--- src/rtl/multicycle_controller.sv ---
// Multicycle RV32 subset control FSM (Moore); optional bne support via CTRL_BNE_EN.
// Latency: outputs follow the state register; instructions take 3-5 cycles (beq 3, lw 5).
// No backpressure: advances every cycle; reset forces FETCH and masks all write enables.
module multicycle_controller (
    input  logic       clk,
    input  logic       reset,
    input  logic [6:0] op,
    input  logic [2:0] funct3,
    input  logic       funct7b5,
    input  logic       zero,
    output logic       PCWrite,
    output logic       AdrSrc,
    output logic       MemWrite,
    output logic       IRWrite,
    output logic [1:0] ResultSrc,
    output logic [1:0] ALUSrcA,
    output logic [1:0] ALUSrcB,
    output logic [2:0] ALUControl,
    output logic [1:0] ImmSrc,
    output logic       RegWrite,
    output logic [3:0] state
);

    typedef enum logic [3:0] {
        S_FETCH    = 4'd0,
        S_DECODE   = 4'd1,
        S_MEMADR   = 4'd2,
        S_MEMREAD  = 4'd3,
        S_MEMWB    = 4'd4,
        S_MEMWRITE = 4'd5,
        S_EXECUTER = 4'd6,
        S_EXECUTEI = 4'd7,
        S_ALUWB    = 4'd8,
        S_BEQ      = 4'd9,
        S_JAL      = 4'd10
    } state_t;

    localparam logic [6:0] OP_LW  = 7'b0000011;
    localparam logic [6:0] OP_SW  = 7'b0100011;
    localparam logic [6:0] OP_R   = 7'b0110011;
    localparam logic [6:0] OP_I   = 7'b0010011;
    localparam logic [6:0] OP_BR  = 7'b1100011;
    localparam logic [6:0] OP_JAL = 7'b1101111;

    state_t     cur, nxt;
    logic       pc_update, branch, taken;
    logic       mem_write_raw, ir_write_raw, reg_write_raw;
    logic [1:0] alu_op;

    always_ff @(posedge clk) begin
        if (reset) cur <= S_FETCH;
        else       cur <= nxt;
    end

    always_comb begin
        nxt           = S_FETCH;
        pc_update     = 1'b0;
        branch        = 1'b0;
        alu_op        = 2'b00;
        AdrSrc        = 1'b0;
        mem_write_raw = 1'b0;
        ir_write_raw  = 1'b0;
        reg_write_raw = 1'b0;
        ResultSrc     = 2'b00;
        ALUSrcA       = 2'b00;
        ALUSrcB       = 2'b00;
        case (cur)
            S_FETCH: begin
                nxt          = S_DECODE;
                ir_write_raw = 1'b1;
                ALUSrcB      = 2'b10;
                ResultSrc    = 2'b10;
                pc_update    = 1'b1;
            end
            S_DECODE: begin
                ALUSrcA = 2'b01;
                ALUSrcB = 2'b01;
                case (op)
                    OP_LW, OP_SW: nxt = S_MEMADR;
                    OP_R:         nxt = S_EXECUTER;
                    OP_I:         nxt = S_EXECUTEI;
                    OP_BR:        nxt = S_BEQ;
                    OP_JAL:       nxt = S_JAL;
                    default:      nxt = S_FETCH;
                endcase
            end
            S_MEMADR: begin
                nxt     = (op == OP_LW) ? S_MEMREAD : S_MEMWRITE;
                ALUSrcA = 2'b10;
                ALUSrcB = 2'b01;
            end
            S_MEMREAD: begin
                nxt    = S_MEMWB;
                AdrSrc = 1'b1;
            end
            S_MEMWB: begin
                ResultSrc     = 2'b01;
                reg_write_raw = 1'b1;
            end
            S_MEMWRITE: begin
                AdrSrc        = 1'b1;
                mem_write_raw = 1'b1;
            end
            S_EXECUTER: begin
                nxt     = S_ALUWB;
                ALUSrcA = 2'b10;
                alu_op  = 2'b10;
            end
            S_EXECUTEI: begin
                nxt     = S_ALUWB;
                ALUSrcA = 2'b10;
                ALUSrcB = 2'b01;
                alu_op  = 2'b10;
            end
            S_ALUWB: reg_write_raw = 1'b1;
            S_BEQ: begin
                ALUSrcA = 2'b10;
                alu_op  = 2'b01;
                branch  = 1'b1;
            end
            S_JAL: begin
                nxt       = S_ALUWB;
                ALUSrcA   = 2'b01;
                ALUSrcB   = 2'b10;
                pc_update = 1'b1;
            end
            default: nxt = S_FETCH;
        endcase
    end

`ifdef CTRL_BNE_EN
    // funct3[0] distinguishes bne from beq on the shared branch opcode
    assign taken = zero ^ funct3[0];
`else
    assign taken = zero;
`endif

    always_comb begin
        ALUControl = 3'b000;
        case (alu_op)
            2'b01: ALUControl = 3'b001;
            2'b10: begin
                case (funct3)
                    3'b000:  ALUControl = (op[5] & funct7b5) ? 3'b001 : 3'b000;
                    3'b010:  ALUControl = 3'b101;
                    3'b110:  ALUControl = 3'b011;
                    3'b111:  ALUControl = 3'b010;
                    default: ALUControl = 3'b000;
                endcase
            end
            default: ALUControl = 3'b000;
        endcase
    end

    always_comb begin
        case (op)
            OP_SW:   ImmSrc = 2'b01;
            OP_BR:   ImmSrc = 2'b10;
            OP_JAL:  ImmSrc = 2'b11;
            default: ImmSrc = 2'b00;
        endcase
    end

    assign PCWrite  = (pc_update | (branch & taken)) & ~reset;
    assign IRWrite  = ir_write_raw & ~reset;
    assign RegWrite = reg_write_raw & ~reset;
    assign MemWrite = mem_write_raw & ~reset;
    assign state    = cur;

endmodule

--- config.mk ---
export PLATFORM = sky130hd
export DESIGN_NAME = multicycle_controller
export DESIGN_NICKNAME = d
export VERILOG_FILES = /design/src/rtl/multicycle_controller.sv
export SDC_FILE = /design/constraint.sdc
export NUM_CORES = 1
export LEC_CHECK = 0
export ABC_AREA = 1
export BUFFER_PORTS_ARGS = -buffer_cell sky130_fd_sc_hd__buf_2
export CAP_MARGIN = 5
export CORE_MARGIN = 2
export CORE_UTILIZATION = 30
export DETAILED_ROUTE_END_ITERATION = 7
export PLACE_DENSITY_LB_ADDON = 0.05
export SLEW_MARGIN = 5
export SYNTH_ARGS = -nofsm -noshare
export SYNTH_HDL_FRONTEND = slang
export SYNTH_SLANG_ARGS = --single-unit
--- constraint.sdc ---
create_clock -name clk -period 1.2 [get_ports clk]
set_input_delay 0.12 -clock clk [delete_from_list [all_inputs] [get_ports clk]]
set_output_delay 0.12 -clock clk [all_outputs]
set_load 0.05 [all_outputs]
==> results.txt, run 1 <==
The worst relative slew slack is 79.3%. The number of enable-type register cells in the synthesized netlist is 0. The shortest clock period the worst path allows after layout is 1.79 ns.

In the final layout, the multi-input gates occupy 629 um^2. The maximum buffer depth of the clock tree is 2. The setup slack of the critical path after layout is -0.590 ns. For hold timing, the worst endpoint is state[0]. The area of the core region came out at 1540 um^2. The count of boundary I/O pins is 34. The share of final-layout standard cells stronger than drive strength 1 is 79.4%. The type of element launching the critical path is a flop. The final setup skew came out at 0.000840 ns. The tree is rooted in a clkbuf_4.

The total of max-cap violations came out at 0. The number of failing hold endpoints at the final stage is 0. The logic depth of the worst register-to-register path is 14. In this run the critical register-to-register path is captured at state[2]. The routed wire length came out at 3200 um.

The area share of the largest cell type after synthesis came out at 17.1%. The post-route worst hold slack came out at 0.243 ns. The max-slew violation total from the final report was 0.

The critical path goes through inv_4 > nand2_4 > nor2_4 > inv_2 > ha_4 > nor4_4 > buf_6. Yosys attributes the largest share of cell area to nand2_1, dfxtp_1, inv_1, nor2_1, nand3_1. During placement, the flow inserted port buffers numbering 33. The endpoint required time on the critical path came out at 1.08 ns. The average instance in the mapped netlist occupies 5.32 um^2.

Together, buffers and inverters on the worst path number 3. The number of global-route vias before repair was 879. The first-pass GRT wire length is 3880 um. For the pin with the worst max-slew slack, the measured transition is 0.310 ns.

The insertion delay to the later sink of the worst-skew pair came out at 0.25 ns. The minimum setup slack among reg-to-reg paths came out at -0.38 ns. The final routed DRC violation total is 0.

The number of warnings reported in the yosys synthesis log is 0. The layout overhead on the synthesized area is 182%. The placed instances occupy a cell area of 993 um^2.

The initial antenna violation count came out at 0. Among all stages on the critical path, the largest delay is contributed by dfxtp_4. The TritonCTS clock tree is built. The vias after detailed routing came out at 911. Setup repair after global routing could not meet its margin everywhere. Power spread over the standard cell area amounts to 459 nW/um^2. The number of setup violations in the final report came out at 18. Grouping stages by cell kind, the critical path spends the most delay in simple AND/OR/NAND/NOR gates.

The startpoint identified for the worst register-to-register timing path is state[3]. The number of fill cells came out at 54. The critical path start-end classification is flop to primary output.

The worst IR drop on VDD came out at 0.748 mV. The pin count of the biggest net entering global routing came out at 9. Among all cell types in the netlist, the one instantiated most often is nand2_1. Synthesis inferred 4 register bits. The placer's final routability congestion estimate is 0.719. In the global route stage, overall resource usage came out at 26.9%. Counting every net in the synthesized netlist gives 111. Sequential cells were found to cover 15.8% of the synthesized design area. The fraction of registers with async set or reset after synthesis is 0%. The worst hold path passes through 2 cells. The global-route congestion overflow total is 0.

The clock-pin transition on the worst setup and hold timing paths is 0.05 ns. The die width came out at 45.1 um. The net total in the final layout is 178. The number of standard cells after synthesis is 95. With fillers left out, the area of the finished cells amounts to 1430 um^2. The worst setup path is captured at a primary output. In the final routed layout, each cell accounts on average for 18.2 um. The number of buffers created by CTS came out at 3. From bottom edge to top edge, the die measures 45.1 um.

The number of optimization iterations in the first detailed-route pass came out at 4. The biggest cell delay along the critical path is 0.36 ns. CTS built an H-tree with a depth of 1. The critical path data arrival time is 1.67 ns. The summed instance area of the synthesized netlist is 505 um^2. Clock tree synthesis found a total of 4 sinks. The count of antenna-violating nets left after detailed routing came out at 0. The iteration-0 DRC count of the detailed router came out at 31. The worst min-delay path startpoint is reset. Once the floorplan was initialized, standard cells occupied 32.8% of the core.

The final cycle utilization of the critical path is 149%. The worst hold path belongs to the class primary input to flop. In this run the worst path has a maximum fanout of 3. Detailed placement ended at an HPWL of 1460 um.

The via density per instance came out at 5.18. The flip-flop count of the largest register after layout is 4. The commonest cells after synthesis are nand2_1, inv_1, nor2_1. The area taken by flip-flops and latches came out at 95.1 um^2. The floorplan row count came out at 14. The run finished, with violations left. The checks that failed: setup timing. The largest total area in the synthesized netlist belongs to nand2_1. In this run the static leakage power is 0.681 nW.

The most used flip-flop cell after synthesis is dfxtp_1. The overall die area came out at 2030 um^2. The quantity of hold-fixing buffers added after cts is 0.

The highest clock rate came out at 0.559 GHz. The repair_antennas step left the layout with diodes totalling 0. The number of distinct library cells after synthesis came out at 18.
## worst max-delay path by stage
stage / slack (ns) / cells after the start / start / endpoint
CTS: -0.51 / 7 / state[3] / ALUControl[2]
global placement: -0.33 / 10 / state[1] / ALUControl[0]
finish: -0.59 / 7 / state[3] / ALUControl[2]
detailed placement: -0.40 / 10 / state[1] / ALUControl[0]
floorplan: -0.54 / 6 / state[3] / ALUControl[2]
global route: -0.66 / 7 / state[3] / ALUControl[2]
## area by class of cell
cell class / count / area share [%]
clock buffer: 3 / 1.58
multi-input combinational: 68 / 44.1
tap: 16 / 1.40
inverter: 22 / 7.11
timing repair buffer: 63 / 39.1
sequential: 4 / 6.67
## metrics by stage
stage,worst slack [ns],util (%),std cells,power [W],setup TNS [ns]
after floorplan,-0.541,-,95,0.000297,-2.08
after global placement,-0.334,64.4,162,0.000371,-2.53
after detailed placement,-0.401,64.4,162,0.000376,-2.84
after CTS,-0.512,84.7,171,0.000599,-4.73
after global routing,-0.661,92.5,176,0.000686,-8.07
final,-0.590,92.5,176,0.000655,-7.15
## report_power, final
| group | switching (W) | internal, W | total (W) |
|---|---|---|---|
| registers | 0.00000421 | 0.000130 | 0.000134 |
| logic | 0.000203 | 0.000121 | 0.000324 |
| clock network | 0.0000836 | 0.000114 | 0.000197 |
| total | 0.000290 | 0.000365 | 0.000655 |
## cell usage in the layout (no fill, tap or decap), drive strengths merged
cell type,count
dfxtp,4
nand3,10
buf,63
nor4,1
nor2,20
clkbuf,3
a211oi,1
clkinvlp,1
nand2,26
inv,21
a21oi,5
ha,2
nand3b,1
and3,1
nand4,1
## repair_timing
item | 4_1_cts | 5_1_grt
setup buffers | 7 | 7
endpoints found under the setup margin | 17 | 20
gates resized for setup | 74 | 22
gates cloned | 0 | 0
pin swaps | 12 | 16
## per-layer routing
metal  vias to the layer above  wire length (um)  global-route usage [%]
met4                         0               139                    11.2
met2                        49              1790                    50.0
li1                        418                 -                       -
met1                       432              1100                    29.5
met5                         -                 0                       0
met3                        12               163                    4.80
## kinds of logic (layout without fill, tap and decap cells)
logic type               Yosys count  in the layout  share of synthesized area [%]
flip-flops                         4              4                           15.8
adder cells (fa/ha/maj)            2              2                           4.95
AND/OR/NAND/NOR                   60             60                           55.7
AO/OA/AOI/OAI                      6              6                           6.44
buffers and inverters             23             88                           17.1
## worst reg2reg max path: cells and delay by family (launching register included)
family / cells / cell delay [ns]
buffers and inverters: 10 / 0.85
flip-flops: 1 / 0.37
AND/OR/NAND/NOR: 4 / 0.26
No activity file was read; power rests on OpenSTA's default activity.
==> run 2: changes to the inputs <==
--- a/config.mk
+++ b/config.mk
@@ -12,6 +12,7 @@
 export CORE_UTILIZATION = 30
 export DETAILED_ROUTE_END_ITERATION = 7
 export PLACE_DENSITY_LB_ADDON = 0.05
+export SETUP_SLACK_MARGIN = 0.05
 export SLEW_MARGIN = 5
 export SYNTH_ARGS = -nofsm -noshare
 export SYNTH_HDL_FRONTEND = slang
==> results.txt, run 2 (synthesis gave the netlist of run 1 again) <==
The flow ran to the end, but the final reports show violations. The final reports fail on setup timing. Static timing analysis puts the maximum clock frequency at 0.584 GHz. At the end of the flow the core is filled with cells to 83.5%. The number of optimization iterations in the first detailed-route pass came out at 4. The total number of H-tree levels is 1. The effective utilization at floorplan is 32.8%. In this run the critical register-to-register path is captured at state[2]. The floorplan row count is 14. The clock-pin transition on the worst setup and hold timing paths is 0.04 ns.

Entering global routing, the biggest net connects 9 pins. TritonCTS built the clock tree. The critical path is of the flop to primary output type. The logic depth of the worst register-to-register path is 12. The cell internal power dissipation is 0.000368 W.

The max-slew violation total from the final report came out at 0. The endpoint required time on the critical path is 1.08 ns. The number of buffers created by CTS came out at 3. Setup violations remaining at the end of the flow were counted as 17. CTS saw 4 sinks. The worst flop-to-flop path startpoint is state[3]. The net total in the final layout is 173. After layout, the worst path uses 143% of the clock period. The path class of the tightest hold or removal check is primary input to flop. The minimum setup slack among reg-to-reg paths came out at -0.22 ns. The portion of total power attributed to the clock network came out at 27.3%. The HPWL after detailed placement is 1390 um. The vias after detailed routing came out at 801. The smallest clock period supported by the final layout is computed as 1.71 ns. The transition time of the tightest slew-check pin is 0.279 ns. The initial antenna violation count is 0. Clock tree synthesis selected as its root buffer the cell clkbuf_4. Global routing consumed, over all layers together, 21.1% of the routing resources. The power density over the cells is 472 nW/um^2.

The placer's final routability congestion estimate is 0.726. The iteration-0 DRC count of the detailed router is 9. The clock arrives with 0.00279 ns of skew.

The total of max-cap violations came out at 0. The global-route congestion overflow total is 0. Cells with a size suffix above 1 make up 73.5% of the layout. The register with the most flip-flops in the layout has 4 of them. The overall die area came out at 2030 um^2.

In the layout the commonest cells are buf_4, buf_2, buf_6. Setup repair after global routing could not meet its margin everywhere. The switching component of the power came out at 0.000240 W. The layout has 95 filler cells. The die width came out at 45.1 um. The analysis attributes to cell leakage a power of 0.642 nW. For the worst setup path, the data arrival time is 1.59 ns. The number of global-route vias before repair is 751. Leaving out fill and tap cells, the most frequent cell in the layout is buf_4. The critical path startpoint is state[3].

Pin placement for this block handled 34 I/O pins. The routed wire length came out at 2110 um. Once detail routing completed, the nets flagged for antenna violations numbered 0. The area of all placed cells without fillers is 1290 um^2.

After detailed routing, the number of vias per cell comes to 4.68. The maximum buffer depth of the clock tree came out at 2. In the routed design, unresolved DRC markers number 0.

The worst relative slew slack is 81.4%. The cell area after placement is 985 um^2. From bottom edge to top edge, the die measures 45.1 um.

Compared with the post-synthesis result, the final layout area differs by 155%. The area of the core region came out at 1540 um^2. The insertion delay to the later sink of the worst-skew pair is 0.23 ns.

Setup slack on the critical path of the routed design comes to -0.513 ns. Net switching is 39.5% of the power. The sequential power share is 22.0%. The worst setup path is launched from a flop.

The quantity of hold-fixing buffers added after cts came out at 0. The nature of the critical path endpoint is a primary output. The number of failing hold endpoints at the final stage came out at 0. The number of diodes added for antenna fixing is 0.

The first-pass GRT wire length came out at 3090 um. In this run the worst path has a maximum fanout of 3. In this run the tool buffered the top-level ports with 33 buffer cells. The capture point of the worst path is ALUControl[2].

Across the VDD grid, the largest voltage drop is 0.471 mV. The share of total power dissipated in combinational logic is 50.7%. The average wire length per cell after detail routing came out at 12.3 um.
run 2: changes by cell type in the layout (fill, tap and decap cells not counted), sizes merged:
cell,before,now
clkinvlp,1,0
buf,63,57
clkbuf,3,4
inv,21,22
run 2: through the flow:
step                      hold WS [ns]  worst slack, ns  total power [W]  setup TNS [ns]  std cells
after floorplan                  0.306           -0.541         0.000296           -1.95         95
after global placement           0.464           -0.334         0.000370           -2.17        161
after detailed placement         0.468           -0.394         0.000374           -2.27        161
after CTS                        0.221           -0.513         0.000596           -3.94        166
after global routing             0.232           -0.568         0.000644           -5.38        171
final                            0.218           -0.513         0.000608           -4.40        171
run 2: cell type report:
| class | count | area [um^2] | share of cell area [%] |
|---|---|---|---|
| clock buffers | 3 | 22.5 | 1.75 |
| repair buffers | 58 | 490 | 38.1 |
| inverters | 22 | 97.6 | 7.58 |
| well taps | 16 | 20.0 | 1.55 |
| multi-input cells | 68 | 562 | 43.6 |
| flip-flops and latches | 4 | 95.1 | 7.39 |
run 2: power by group through the flow:
stage | Clock, W | Combinational, W | Sequential (W)
5_1_grt | 0.000183 | 0.000326 | 0.000134
6_report | 0.000166 | 0.000308 | 0.000134
4_1_cts | 0.000173 | 0.000290 | 0.000134
3_5_place_dp | 0 | 0.000239 | 0.000135
2_1_floorplan | 0 | 0.000147 | 0.000149
3_3_place_gp | 0 | 0.000234 | 0.000135
run 2: timing repair:
action / 4_1_cts / 5_1_grt
buffers inserted: 3 / 6
setup endpoints to repair: 18 / 20
endpoints found under the hold margin: 0 / 0
pin swaps: 9 / 10
resized for setup: 56 / 15
run 2: critical path: stages (launching register included):
cell	delay [ns]
dfxtp_4	0.35
inv_4	0.06
nand2_4	0.05
nor2_4	0.11
inv_2	0.07
ha_4	0.25
nor4_4	0.28
buf_6	0.19
run 2: worst min-delay path by stage:
stage | startpoint | end | slack, ns | cells after the start
final | op[6] | state[1] | 0.22 | 4
after global routing | op[6] | state[1] | 0.23 | 4
after CTS | op[6] | state[1] | 0.22 | 4
after detailed placement | op[6] | state[1] | 0.47 | 4
after global placement | op[6] | state[1] | 0.46 | 4
after floorplan | funct3[0] | ALUControl[2] | 0.31 | 1
run 2: routing by layer:
metal / wire length [um] / part of all wire, % / GRT usage (%)
met5: 0 / 0 / 0
met3: 74 / 3.5 / 2.40
met4: 50 / 2.4 / 7.06
met1: 751 / 36 / 24.1
met2: 1230 / 58 / 39.7
